$ cat src/rtl/polar_pkg.sv
// Shared constants and types for the screen <-> polar coordinate blocks.
// Tangent thresholds are in units of 1/64; divisors rescale a*64 to a radius.
package polar_pkg;

  localparam int CENTER_X_DEF = 399;
  localparam int CENTER_Y_DEF = 239;

  localparam int TAN_LO = 13;
  localparam int TAN_HI = 43;

  localparam logic [6:0] K_AXIS = 7'd64;
  localparam logic [6:0] K_MID  = 7'd59;
  localparam logic [6:0] K_DIAG = 7'd45;

  typedef logic [3:0] sector_t;

  typedef enum logic [1:0] {
    IDLE,
    CLASS,
    DIV,
    DONE
  } state_t;

  // Map a first-quadrant fine sector (0..4) into the full 16-sector circle.
  function automatic sector_t fold_sector(input sector_t f, input logic dx_neg, input logic dy_neg);
    sector_t s;
    case ({dx_neg, dy_neg})
      2'b00:   s = f;
      2'b10:   s = 4'd8 - f;
      2'b11:   s = 4'd8 + f;
      default: s = 4'd0 - f;
    endcase
    return s;
  endfunction

endpackage

$ cat src/rtl/seq_divider.sv
// 16-bit by 7-bit restoring divider, one quotient bit per step; 16 steps after load.
// o_quot_nxt is the quotient as it will stand after the current step is applied.
module seq_divider
  import polar_pkg::*;
(
  input  logic        i_clk,
  input  logic        i_rst,
  input  logic        i_load,
  input  logic        i_step,
  input  logic [15:0] i_num,
  input  logic [6:0]  i_den,
  output logic [15:0] o_quot_nxt
);

  logic [15:0] r_num;
  logic [15:0] r_quot;
  logic [6:0]  r_rem;
  logic [6:0]  r_den;

  logic [7:0] w_rem_sh;
  logic [7:0] w_diff;
  logic       w_ge;

  assign w_rem_sh   = {r_rem, r_num[15]};
  assign w_ge       = w_rem_sh >= {1'b0, r_den};
  assign w_diff     = w_rem_sh - {1'b0, r_den};
  assign o_quot_nxt = {r_quot[14:0], w_ge};

  always_ff @(posedge i_clk) begin
    if (i_rst) begin
      r_num  <= '0;
      r_quot <= '0;
      r_rem  <= '0;
      r_den  <= '0;
    end else if (i_load) begin
      r_num  <= i_num;
      r_quot <= '0;
      r_rem  <= '0;
      r_den  <= i_den;
    end else if (i_step) begin
      r_num  <= {r_num[14:0], 1'b0};
      r_quot <= o_quot_nxt;
      // Remainder stays below the divisor (<= 64), so 7 bits always hold it.
      r_rem  <= 7'(w_ge ? w_diff : w_rem_sh);
    end
  end

endmodule

$ cat src/rtl/find_polar.sv
// Screen pixel -> (distance, angle) polar conversion, one request at a time.
// FIND_POLAR_SATURATE_EN: clamp radius above 511 and flag out_of_range.
module find_polar
  import polar_pkg::*;
#(
  parameter int CENTER_X = CENTER_X_DEF,
  parameter int CENTER_Y = CENTER_Y_DEF
) (
  input  logic       CLK,
  input  logic       RST,
  input  logic       start,
  input  logic [9:0] px,
  input  logic [9:0] py,
  output logic       busy,
  output logic       done,
  output logic [8:0] distance,
  output logic [3:0] angle,
  output logic       out_of_range
);

  state_t      r_state;
  state_t      w_state_nxt;
  logic [10:0] r_a;
  logic [10:0] r_b;
  logic        r_xmaj;
  logic        r_dx_neg;
  logic        r_dy_neg;
  sector_t     r_sect;
  logic [3:0]  r_cnt;
  logic [8:0]  r_dist;
  sector_t     r_angle;

  logic [10:0] w_dx;
  logic [10:0] w_dy;
  logic [10:0] w_adx;
  logic [10:0] w_ady;
  logic        w_xmaj;

  assign w_dx   = {1'b0, px} - 11'(CENTER_X);
  assign w_dy   = 11'(CENTER_Y) - {1'b0, py};
  assign w_adx  = w_dx[10] ? (11'd0 - w_dx) : w_dx;
  assign w_ady  = w_dy[10] ? (11'd0 - w_dy) : w_dy;
  assign w_xmaj = w_adx >= w_ady;

  logic [16:0] w_b64;
  logic [16:0] w_a_lo;
  logic [16:0] w_a_hi;
  sector_t     w_f;
  logic [6:0]  w_k;
  sector_t     w_angle;

  assign w_b64  = {r_b, 6'd0};
  assign w_a_lo = 17'(r_a) * 17'(TAN_LO);
  assign w_a_hi = 17'(r_a) * 17'(TAN_HI);

  // Centre pixel must land on sector 0 rather than fall through to the diagonal.
  always_comb begin
    w_f = 4'd2;
    if (r_a == 11'd0)        w_f = 4'd0;
    else if (w_b64 < w_a_lo) w_f = r_xmaj ? 4'd0 : 4'd4;
    else if (w_b64 < w_a_hi) w_f = r_xmaj ? 4'd1 : 4'd3;
  end

  always_comb begin
    case (w_f)
      4'd0, 4'd4: w_k = K_AXIS;
      4'd1, 4'd3: w_k = K_MID;
      default:    w_k = K_DIAG;
    endcase
  end

  assign w_angle = fold_sector(w_f, r_dx_neg, r_dy_neg);

  logic        w_div_load;
  logic        w_div_step;
  logic        w_out_we;
  logic [15:0] w_quot_nxt;
  logic [15:0] w_radius;
  sector_t     w_angle_out;

  seq_divider u_div (
    .i_clk      (CLK),
    .i_rst      (RST),
    .i_load     (w_div_load),
    .i_step     (w_div_step),
    .i_num      (16'({r_a, 6'd0})),
    .i_den      (w_k),
    .o_quot_nxt (w_quot_nxt)
  );

  always_comb begin
    w_state_nxt = r_state;
    w_div_load  = 1'b0;
    w_div_step  = 1'b0;
    w_out_we    = 1'b0;
    case (r_state)
      IDLE: if (start) w_state_nxt = CLASS;
      CLASS: begin
        w_div_load = 1'b1;
        if (w_k == K_AXIS) begin
          w_out_we    = 1'b1;
          w_state_nxt = DONE;
        end else begin
          w_state_nxt = DIV;
        end
      end
      DIV: begin
        w_div_step = 1'b1;
        if (r_cnt == 4'd15) begin
          w_out_we    = 1'b1;
          w_state_nxt = DONE;
        end
      end
      default: w_state_nxt = IDLE;
    endcase
  end

  assign w_radius    = (r_state == CLASS) ? {5'd0, r_a} : w_quot_nxt;
  assign w_angle_out = (r_state == CLASS) ? w_angle : r_sect;

  logic [8:0] w_dist;
`ifdef FIND_POLAR_SATURATE_EN
  logic w_oor;
  logic r_oor;
  assign w_oor  = w_radius > 16'd511;
  assign w_dist = w_oor ? 9'd511 : w_radius[8:0];

  always_ff @(posedge CLK) begin
    if (RST)           r_oor <= 1'b0;
    else if (w_out_we) r_oor <= w_oor;
  end
  assign out_of_range = r_oor;
`else
  logic w_unused_hi;
  assign w_unused_hi  = ^w_radius[15:9];
  assign w_dist       = w_radius[8:0];
  assign out_of_range = 1'b0;
`endif

  always_ff @(posedge CLK) begin
    if (RST) begin
      r_state  <= IDLE;
      r_a      <= '0;
      r_b      <= '0;
      r_xmaj   <= 1'b0;
      r_dx_neg <= 1'b0;
      r_dy_neg <= 1'b0;
      r_sect   <= '0;
      r_cnt    <= '0;
      r_dist   <= '0;
      r_angle  <= '0;
    end else begin
      r_state <= w_state_nxt;
      if (r_state == IDLE && start) begin
        r_a      <= w_xmaj ? w_adx : w_ady;
        r_b      <= w_xmaj ? w_ady : w_adx;
        r_xmaj   <= w_xmaj;
        r_dx_neg <= w_dx[10];
        r_dy_neg <= w_dy[10];
      end
      if (r_state == CLASS) begin
        r_sect <= w_angle;
        r_cnt  <= '0;
      end else if (r_state == DIV) begin
        r_cnt <= r_cnt + 4'd1;
      end
      if (w_out_we) begin
        r_dist  <= w_dist;
        r_angle <= w_angle_out;
      end
    end
  end

  assign busy     = (r_state != IDLE);
  assign done     = (r_state == DONE);
  assign distance = r_dist;
  assign angle    = r_angle;

endmodule
$ cat config.mk
export PLATFORM = sky130hd
export DESIGN_NAME = find_polar
export DESIGN_NICKNAME = d
export VERILOG_FILES = /design/src/rtl/polar_pkg.sv /design/src/rtl/seq_divider.sv /design/src/rtl/find_polar.sv
export SDC_FILE = /design/constraint.sdc
export NUM_CORES = 1
export LEC_CHECK = 0
export CAP_MARGIN = 20
export CORE_MARGIN = 2
export CORE_UTILIZATION = 59
export DETAILED_ROUTE_END_ITERATION = 8
export PLACE_DENSITY = 0.83
export SYNTH_ARGS = -nofsm -noshare
export SYNTH_HDL_FRONTEND = slang
export SYNTH_SLANG_ARGS = --single-unit
$ cat constraint.sdc
create_clock -name CLK -period 6.8 [get_ports CLK]
set_clock_uncertainty 0.2 [all_clocks]
set_input_delay 1.36 -clock CLK [delete_from_list [all_inputs] [get_ports CLK]]
set_output_delay 1.36 -clock CLK [all_outputs]
set_load 0.02 [all_outputs]
# Word level (Yosys, flattened, before mapping)
# Index checks and enable logic that the tools add are counted.
totals:
  reg_bits: 80
  in_bits: 23
  output_inout_bits: 16
  elab_cells: 78
classes:
  n_addsub: 9
  n_mul: 2
  magnitude_cmp: 4
  eq_ne: 12
  muxes: 25
  n_reduce_logical: 12
op_table:
  columns: ["operator", "count"]
  rows:
  - ["$mux W11", 4]
  - ["$mux W16", 2]
  - ["$sub A1 B11 Y11 const A", 2]
  - ["$lt A17 B15 Y1", 1]
  - ["$lt A17 B17 Y1", 1]
  - ["$mul A11 B6 Y17 const B", 1]
  - ["$mul A11 B4 Y15 const B", 1]
  - ["$pmux W7 S2", 1]
  - ["$pmux W4 S3", 1]
  - ["$ge A11 B11 Y1", 1]
  - ["$logic_not A11 Y1", 1]
  - ["$sub A10 B9 Y11 const B", 1]
  - ["$sub A8 B10 Y11 const A", 1]
  - ["$mux W3", 3]
  - ["$mux W9", 1]
  - ["$eq A2 B2 Y1 const B", 4]
  - ["$ge A8 B7 Y1", 1]
  - ["$mux W2", 4]
  - ["$reduce_or A2 Y1", 4]
  - ["$eq A7 B7 Y1 const B", 1]
  - ["$mux W7", 1]
  - ["$sub A7 B7 Y7", 1]
  - ["$pmux W2 S3", 1]
  - ["$mux W1", 5]
  - ["17 further kinds", 20]

# Depth between registers and ports, before layout
logic_depth:
  word_depth: 11
  ltp_mapped: 26
  ltp_nobuf: 26

# Modules after synthesis
# From an unflattened synthesis, not the netlist that was laid out.
unflattened:
  hier_cells: 958
  area_unflattened_um2: 8149.1
modules_own_cells:
  columns: ["module", "n_inst", "cells_each", "area_each_um2", "seq_area_each_um2"]
  rows:
  - ["find_polar", 1, 711, 5958.2, 960.9]
  - ["seq_divider", 1, 247, 2190.9, 900.9]

# Least setup slack after synthesis
# Ideal clock, no wire load.
synth_path:
  path_kind: "register to register"
  startpoint: "register r_a[6]"
  endpoint: "register r_angle[1], in the netlist angle[1]"
  setup_time_ps: 115
  arrival_time_ps: 5541
  required_ps: 6485
  path_slack_ps: 944
  path_stages_with_launch: 26
  path_buffers: 1
  period_less_slack_ps: 5856
  path_cell_list: "dfxtp_1 > inv_1 > ha_1 > fa_1 > inv_1 > fa_1 > inv_1 > ha_1 > o21a_1 > o21ai_0 > a21oi_1 > nor2_1 > xor2_1 > ha_1 > a211oi_1 > o21bai_1 > or3_2 > a21oi_2 > nand2_1 > nand2_1 > ha_1 > nand2_1 > a21boi_1 > clkbuf_1 > nand3_1 > o21ba_1"
synth_between:
  elab_chain_cells: 11
  word_cells_on_any_way: 23
  classes_between: "add/sub (3); mul (2); order compare (2); eq/ne (4); mux (8); reduce/logical (4)"
synth_lines:
  columns: ["item", "line_no", "source"]
  rows:
  - ["start, declared", "find_polar.sv:23", "logic [10:0] r_a;"]
  - ["start signal, assigned", "find_polar.sv:155", "r_a <= w_xmaj ? w_adx : w_ady;"]
  - ["$mul A11 B6 Y17", "find_polar.sv:54", "assign w_a_hi = 17'(r_a) * 17'(TAN_HI);"]
  - ["$lt A17 B17 Y1", "find_polar.sv:61", "else if (w_b64 < w_a_hi) w_f = r_xmaj ? 4'd1 : 4'd3;"]
  - ["$mux W2", "find_polar.sv:61", null]
  - ["$mux W3", "find_polar.sv:60", "else if (w_b64 < w_a_lo) w_f = r_xmaj ? 4'd0 : 4'd4;"]
  - ["$mux W3 *", "find_polar.sv:59", "if (r_a == 11'd0) w_f = 4'd0;"]
  - ["$eq A4 B1 Y1, or another cell as far along", "find_polar.sv:65", "case (w_f)"]
  - ["$reduce_or A2 Y1", "find_polar.sv:65", null]
  - ["$pmux W7 S2", "find_polar.sv:65", null]
  - ["$eq A7 B7 Y1", "find_polar.sv:100", "if (w_k == K_AXIS) begin"]
  - ["$mux W1", "find_polar.sv:100", null]
  - ["$pmux W1 S2", "find_polar.sv:96", "case (r_state)"]
  - ["end signal, assigned", "find_polar.sv:169", "r_angle <= w_angle_out;"]
  - ["end, declared", "find_polar.sv:31", "sector_t r_angle;"]
# Mark *: on every way between the ends. The rest lies on a longest branch, timed or not.
# A chain may end at the register's enable or synchronous reset.

# Final worst setup path
layout_path:
  startpoint: "register r_a[3]"
  endpoint: "register r_dist[3], in the netlist distance[3]"
layout_between:
  elab_chain_cells: 11
  word_cells_on_any_way: 19
  classes_between: "mul (2); order compare (2); eq/ne (4); mux (7); reduce/logical (4)"
layout_lines:
  columns: ["item", "line_no", "source"]
  rows:
  - ["$mul A11 B6 Y17", "find_polar.sv:54", null]
  - ["$lt A17 B17 Y1", "find_polar.sv:61", null]
  - ["$mux W2", "find_polar.sv:61", null]
  - ["$mux W3", "find_polar.sv:60", null]
  - ["$mux W3", "find_polar.sv:59", null]
  - ["$eq A4 B1 Y1, or another cell as far along", "find_polar.sv:65", null]
  - ["$reduce_or A2 Y1", "find_polar.sv:65", null]
  - ["$pmux W7 S2", "find_polar.sv:65", null]
  - ["$eq A7 B7 Y1", "find_polar.sv:100", null]
  - ["$mux W1", "find_polar.sv:100", null]
  - ["$pmux W1 S2", "find_polar.sv:96", null]
  - ["end signal, assigned", "find_polar.sv:168", "r_dist <= w_dist;"]
  - ["end, declared", "find_polar.sv:30", "logic [8:0] r_dist;"]
# Parallel ways exist; a longest one is shown, timed or not.

==> Flow_metrics.wiki <==
{| class="wikitable"
! Metric !! Value
|-
| Crit path time final || 6.32 ns
|-
| Min-delay worst type || reg2reg
|-
| Flop-to-flop setup slack || 0.48 ns
|-
| Result of the run || completed
|-
| Detailed Place HPWL || 13.3 mm
|-
| Number of DRC markers in iteration 0 || 415
|-
| Final-report setup violation count || 0
|-
| Share of post-route cells with drive strength above 1 || 5.24%
|-
| Global-route wire length before repair || 28.7 mm
|-
| Leakage power || 3.60 nW
|-
| Vias in the first global route || 6103
|-
| Overall track demand over capacity in global routing || 26.5%
|-
| Most common cell in the synthesized netlist || sky130_fd_sc_hd__ha_1
|-
| Vias per Instance || 5.86
|-
| Root buffer cell || sky130_fd_sc_hd__clkbuf_16
|-
| Number of placed cells counting well taps || 1072
|-
| Antenna violations before repair || 0
|-
| Max-cap check violation count || 0
|-
| Post-CTS Resized || 0
|-
| Count of antenna-violating nets left after detailed routing || 0
|-
| Largest net degree at the start of global routing || 34
|-
| Clock-pin transition on the worst setup and hold timing paths || 0.06 ns
|-
| Rows || 41
|-
| Peak ir drop on the vdd network || 0.209 mV
|-
| Final-report max-slew violation count || 0
|-
| Register cell area after layout || 1540 sq um
|-
| Critical path destination || distance[3]
|-
| Commonest cells in the netlist || sky130_fd_sc_hd__ha_1, sky130_fd_sc_hd__nor2_1, sky130_fd_sc_hd__inv_1, sky130_fd_sc_hd__dfxtp_1, sky130_fd_sc_hd__a21oi_1
|-
| Area of combinational cells with multiple inputs || 5490 sq um
|-
| Final worst path period share || 93.0%
|-
| Slew margin rel. || 43.6%
|-
| Final cell count without fillers || 1088
|-
| Async SR Flop Fraction || 0%
|-
| Worst Setup Path Type || reg2reg
|-
| Setup repair after global routing missed its margin || false
|-
| Clock tree from TritonCTS || yes
|-
| Final hold violation count || 0
|-
| Fraction of synthesized cell area taken by the top area cell type || 20.6%
|-
| Overflow after GRT || 0
|-
| Start point of the critical path || r_a[3]
|-
| Layout Area Growth over Synthesis || 11.0%
|-
| Clock insertion delay at the later pin of the skew report || 0.34 ns
|-
| Io pins || 39
|-
| Post-synth cell types || 82
|-
| R2r endpoint || distance[3]
|-
| Top cells by area, synth || sky130_fd_sc_hd__dfxtp_1, sky130_fd_sc_hd__ha_1, sky130_fd_sc_hd__fa_1
|-
| Instance count of the mapped netlist || 886
|-
| Post-synthesis sequential area ratio || 20.6%
|-
| Number of enable flip-flop cells after synthesis || 0
|-
| Worst Path Max Fanout || 16
|-
| Syn. warnings || 0
|-
| Number of DRC violations after detailed routing || 0
|-
| WP data required || 6.86 ns
|-
| Initial cell density of the core || 59.7%
|-
| Die width || 117 um
|-
| Max Clk Rate || 158 MHz
|-
| Worst hold slack after final layout || 0.278 ns
|-
| Post-synthesis cell area || 7480 sq um
|-
| Wire length per cell after detailed routing || 15.6 um
|-
| Total number of clock tree sinks || 77
|-
| Vertical extent of the die || 117 um
|-
| H-tree lvl count || 3
|-
| Area of the core || 12500 sq um
|-
| Floorplan die area || 13600 sq um
|-
| Buffer count from post-CTS setup fixing || 0
|-
| Crit start category || flop
|-
| Kind of end point of the critical path || flop
|-
| Length in cells of the worst reg-to-reg path || 23
|-
| Setup Total Neg Slack || 0 ns
|-
| Number of port buffers || 37
|-
| Reg-to-reg critical path startpoint || r_a[3]
|-
| Layout filler cell count || 1057
|-
| Number of buffers added to fix hold violations after cts || 0
|-
| Length of the first detailed-routing pass in iterations || 5
|-
| Slew at the pin closest to its max-slew limit || 0.843 ns
|-
| TritonCTS Buffers || 9
|-
| Worst-case clock buffer depth || 2
|-
| WP data arrival || 6.39 ns
|-
| Primary FF master, synth || sky130_fd_sc_hd__dfxtp_1
|-
| Largest area contributor in the synthesized netlist || sky130_fd_sc_hd__dfxtp_1
|-
| Register bit count reported by yosys || 77
|-
| Number of nets in the layout || 1076
|-
| Syn avg cell area || 8.44 sq um
|-
| Pwr Density || 408 nW/um^2
|-
| Inserted Diodes || 0
|-
| Weighted congestion at the end of routability-driven global placement || 0.884
|-
| Total length of routed wires || 17.0 mm
|-
| Via count || 6377
|}
[routing by layer]
layer | vias to the layer above | global-route usage [%] | wire [um]
li1 | 3209 | - | -
met1 | 3011 | 34.3 | 7840
met2 | 140 | 46.7 | 8260
met3 | 17 | 3.79 | 650
met4 | 0 | 6.75 | 230
met5 | - | 0 | 0
[worst max-delay path, stage by stage, from the launching register on]
cell and delay [ns]:
sky130_fd_sc_hd__dfxtp_1 0.61, sky130_fd_sc_hd__ha_1 0.33, sky130_fd_sc_hd__ha_1 0.30, sky130_fd_sc_hd__fa_1 0.56, sky130_fd_sc_hd__inv_1 0.06, sky130_fd_sc_hd__fa_1 0.46, sky130_fd_sc_hd__nor2b_1 0.12, sky130_fd_sc_hd__o21ai_0 0.12
sky130_fd_sc_hd__a21boi_0 0.36, sky130_fd_sc_hd__o21ai_0 0.18, sky130_fd_sc_hd__xor2_1 0.17, sky130_fd_sc_hd__ha_1 0.30, sky130_fd_sc_hd__o21ai_0 0.19, sky130_fd_sc_hd__o21bai_1 0.08, sky130_fd_sc_hd__or3_2 0.43, sky130_fd_sc_hd__a21oi_2 0.35
sky130_fd_sc_hd__nand2_1 0.12, sky130_fd_sc_hd__nand2_1 0.13, sky130_fd_sc_hd__ha_1 0.18, sky130_fd_sc_hd__nand2_1 0.12, sky130_fd_sc_hd__a21boi_4 0.35, sky130_fd_sc_hd__buf_4 0.26, sky130_fd_sc_hd__nor2_1 0.06, sky130_fd_sc_hd__a211oi_1 0.19
[registers in the layout (all words and copies together), names as in the netlist]
signal        count
r_b              11
r_xmaj            1
u_div.r_num      10
u_div.r_quot      8
u_div.r_rem       7
r_a              11
r_cnt             4
r_sect            4
u_div.r_den       4
r_dy_neg          1
r_state           2
r_dx_neg          1
angle             4
distance          9
[cell families after synthesis]
logic type	after synthesis	synth area share, %
simple gates	260	17.7
compound gates	202	18.8
fa+ha+maj	142	26.1
buf+inv	120	6.17
flops	77	20.6
xor+xnor	44	5.34
mux	39	5.24
other cells	2	0.100
[layout make-up]
class | count | share of cell area (%)
Sequential cell | 77 | 18.6
Clock inverter | 7 | 0.693
Tap cell | 172 | 2.59
Inverter | 85 | 3.84
Clock buffer | 9 | 2.71
Timing Repair Buffer | 48 | 5.46
Multi-Input combinational cell | 690 | 66.1
[per-stage QoR]
stage               area, sq um  setup WS, ns  utilization (%)  total power [mW]
floorplan                  7480         0.944                -              2.39
global placement           8010         0.627             64.0              2.85
detailed placement         8010         0.385             64.0              2.90
CTS                        8290         0.372             66.3              3.37
global route               8300        0.0921             66.3              3.70
finish                     8300         0.479             66.3              3.38
[worst min path at each step]
stage | to | depth (start not counted) | from | slack [ns]
6_report | u_div.r_num[6] | 2 | u_div.r_num[6] | 0.28
5_1_grt | u_div.r_num[6] | 2 | u_div.r_num[6] | 0.30
4_1_cts | u_div.r_num[6] | 2 | u_div.r_num[6] | 0.28
3_5_place_dp | u_div.r_num[6] | 2 | u_div.r_num[6] | 0.26
3_3_place_gp | u_div.r_den[2] | 2 | u_div.r_den[2] | 0.26
2_1_floorplan | u_div.r_num[6] | 2 | u_div.r_num[6] | 0.24
[placed cells by master, fill, tap and decap left out, types with 6 or more instances in the layout]
cell	n
sky130_fd_sc_hd__and2_1	7
sky130_fd_sc_hd__buf_4	11
sky130_fd_sc_hd__inv_1	85
sky130_fd_sc_hd__dfxtp_1	77
sky130_fd_sc_hd__o21a_1	7
sky130_fd_sc_hd__clkbuf_16	9
sky130_fd_sc_hd__nand2b_1	16
sky130_fd_sc_hd__a211oi_1	32
sky130_fd_sc_hd__fa_1	23
sky130_fd_sc_hd__nand2_1	35
sky130_fd_sc_hd__a31oi_1	9
sky130_fd_sc_hd__ha_1	119
sky130_fd_sc_hd__nor2_1	92
sky130_fd_sc_hd__nand3_1	25
sky130_fd_sc_hd__xor2_1	23
sky130_fd_sc_hd__nor4_1	7
sky130_fd_sc_hd__nor3_1	22
sky130_fd_sc_hd__nand4_1	9
sky130_fd_sc_hd__a21oi_1	39
sky130_fd_sc_hd__xnor2_1	20
sky130_fd_sc_hd__nor2b_1	9
sky130_fd_sc_hd__clkdlybuf4s50_1	37
sky130_fd_sc_hd__and3_1	7
sky130_fd_sc_hd__nor3b_1	6
sky130_fd_sc_hd__o211ai_1	14
sky130_fd_sc_hd__o21ai_0	38
sky130_fd_sc_hd__mux2i_1	38
[where the power goes]
group,switching [mW],leakage (nW),internal [mW]
sequential,0.108,0.628,0.557
clock,0.203,0.129,0.251
combinational,1.31,2.85,0.960
(Power assumes the default switching activity.)
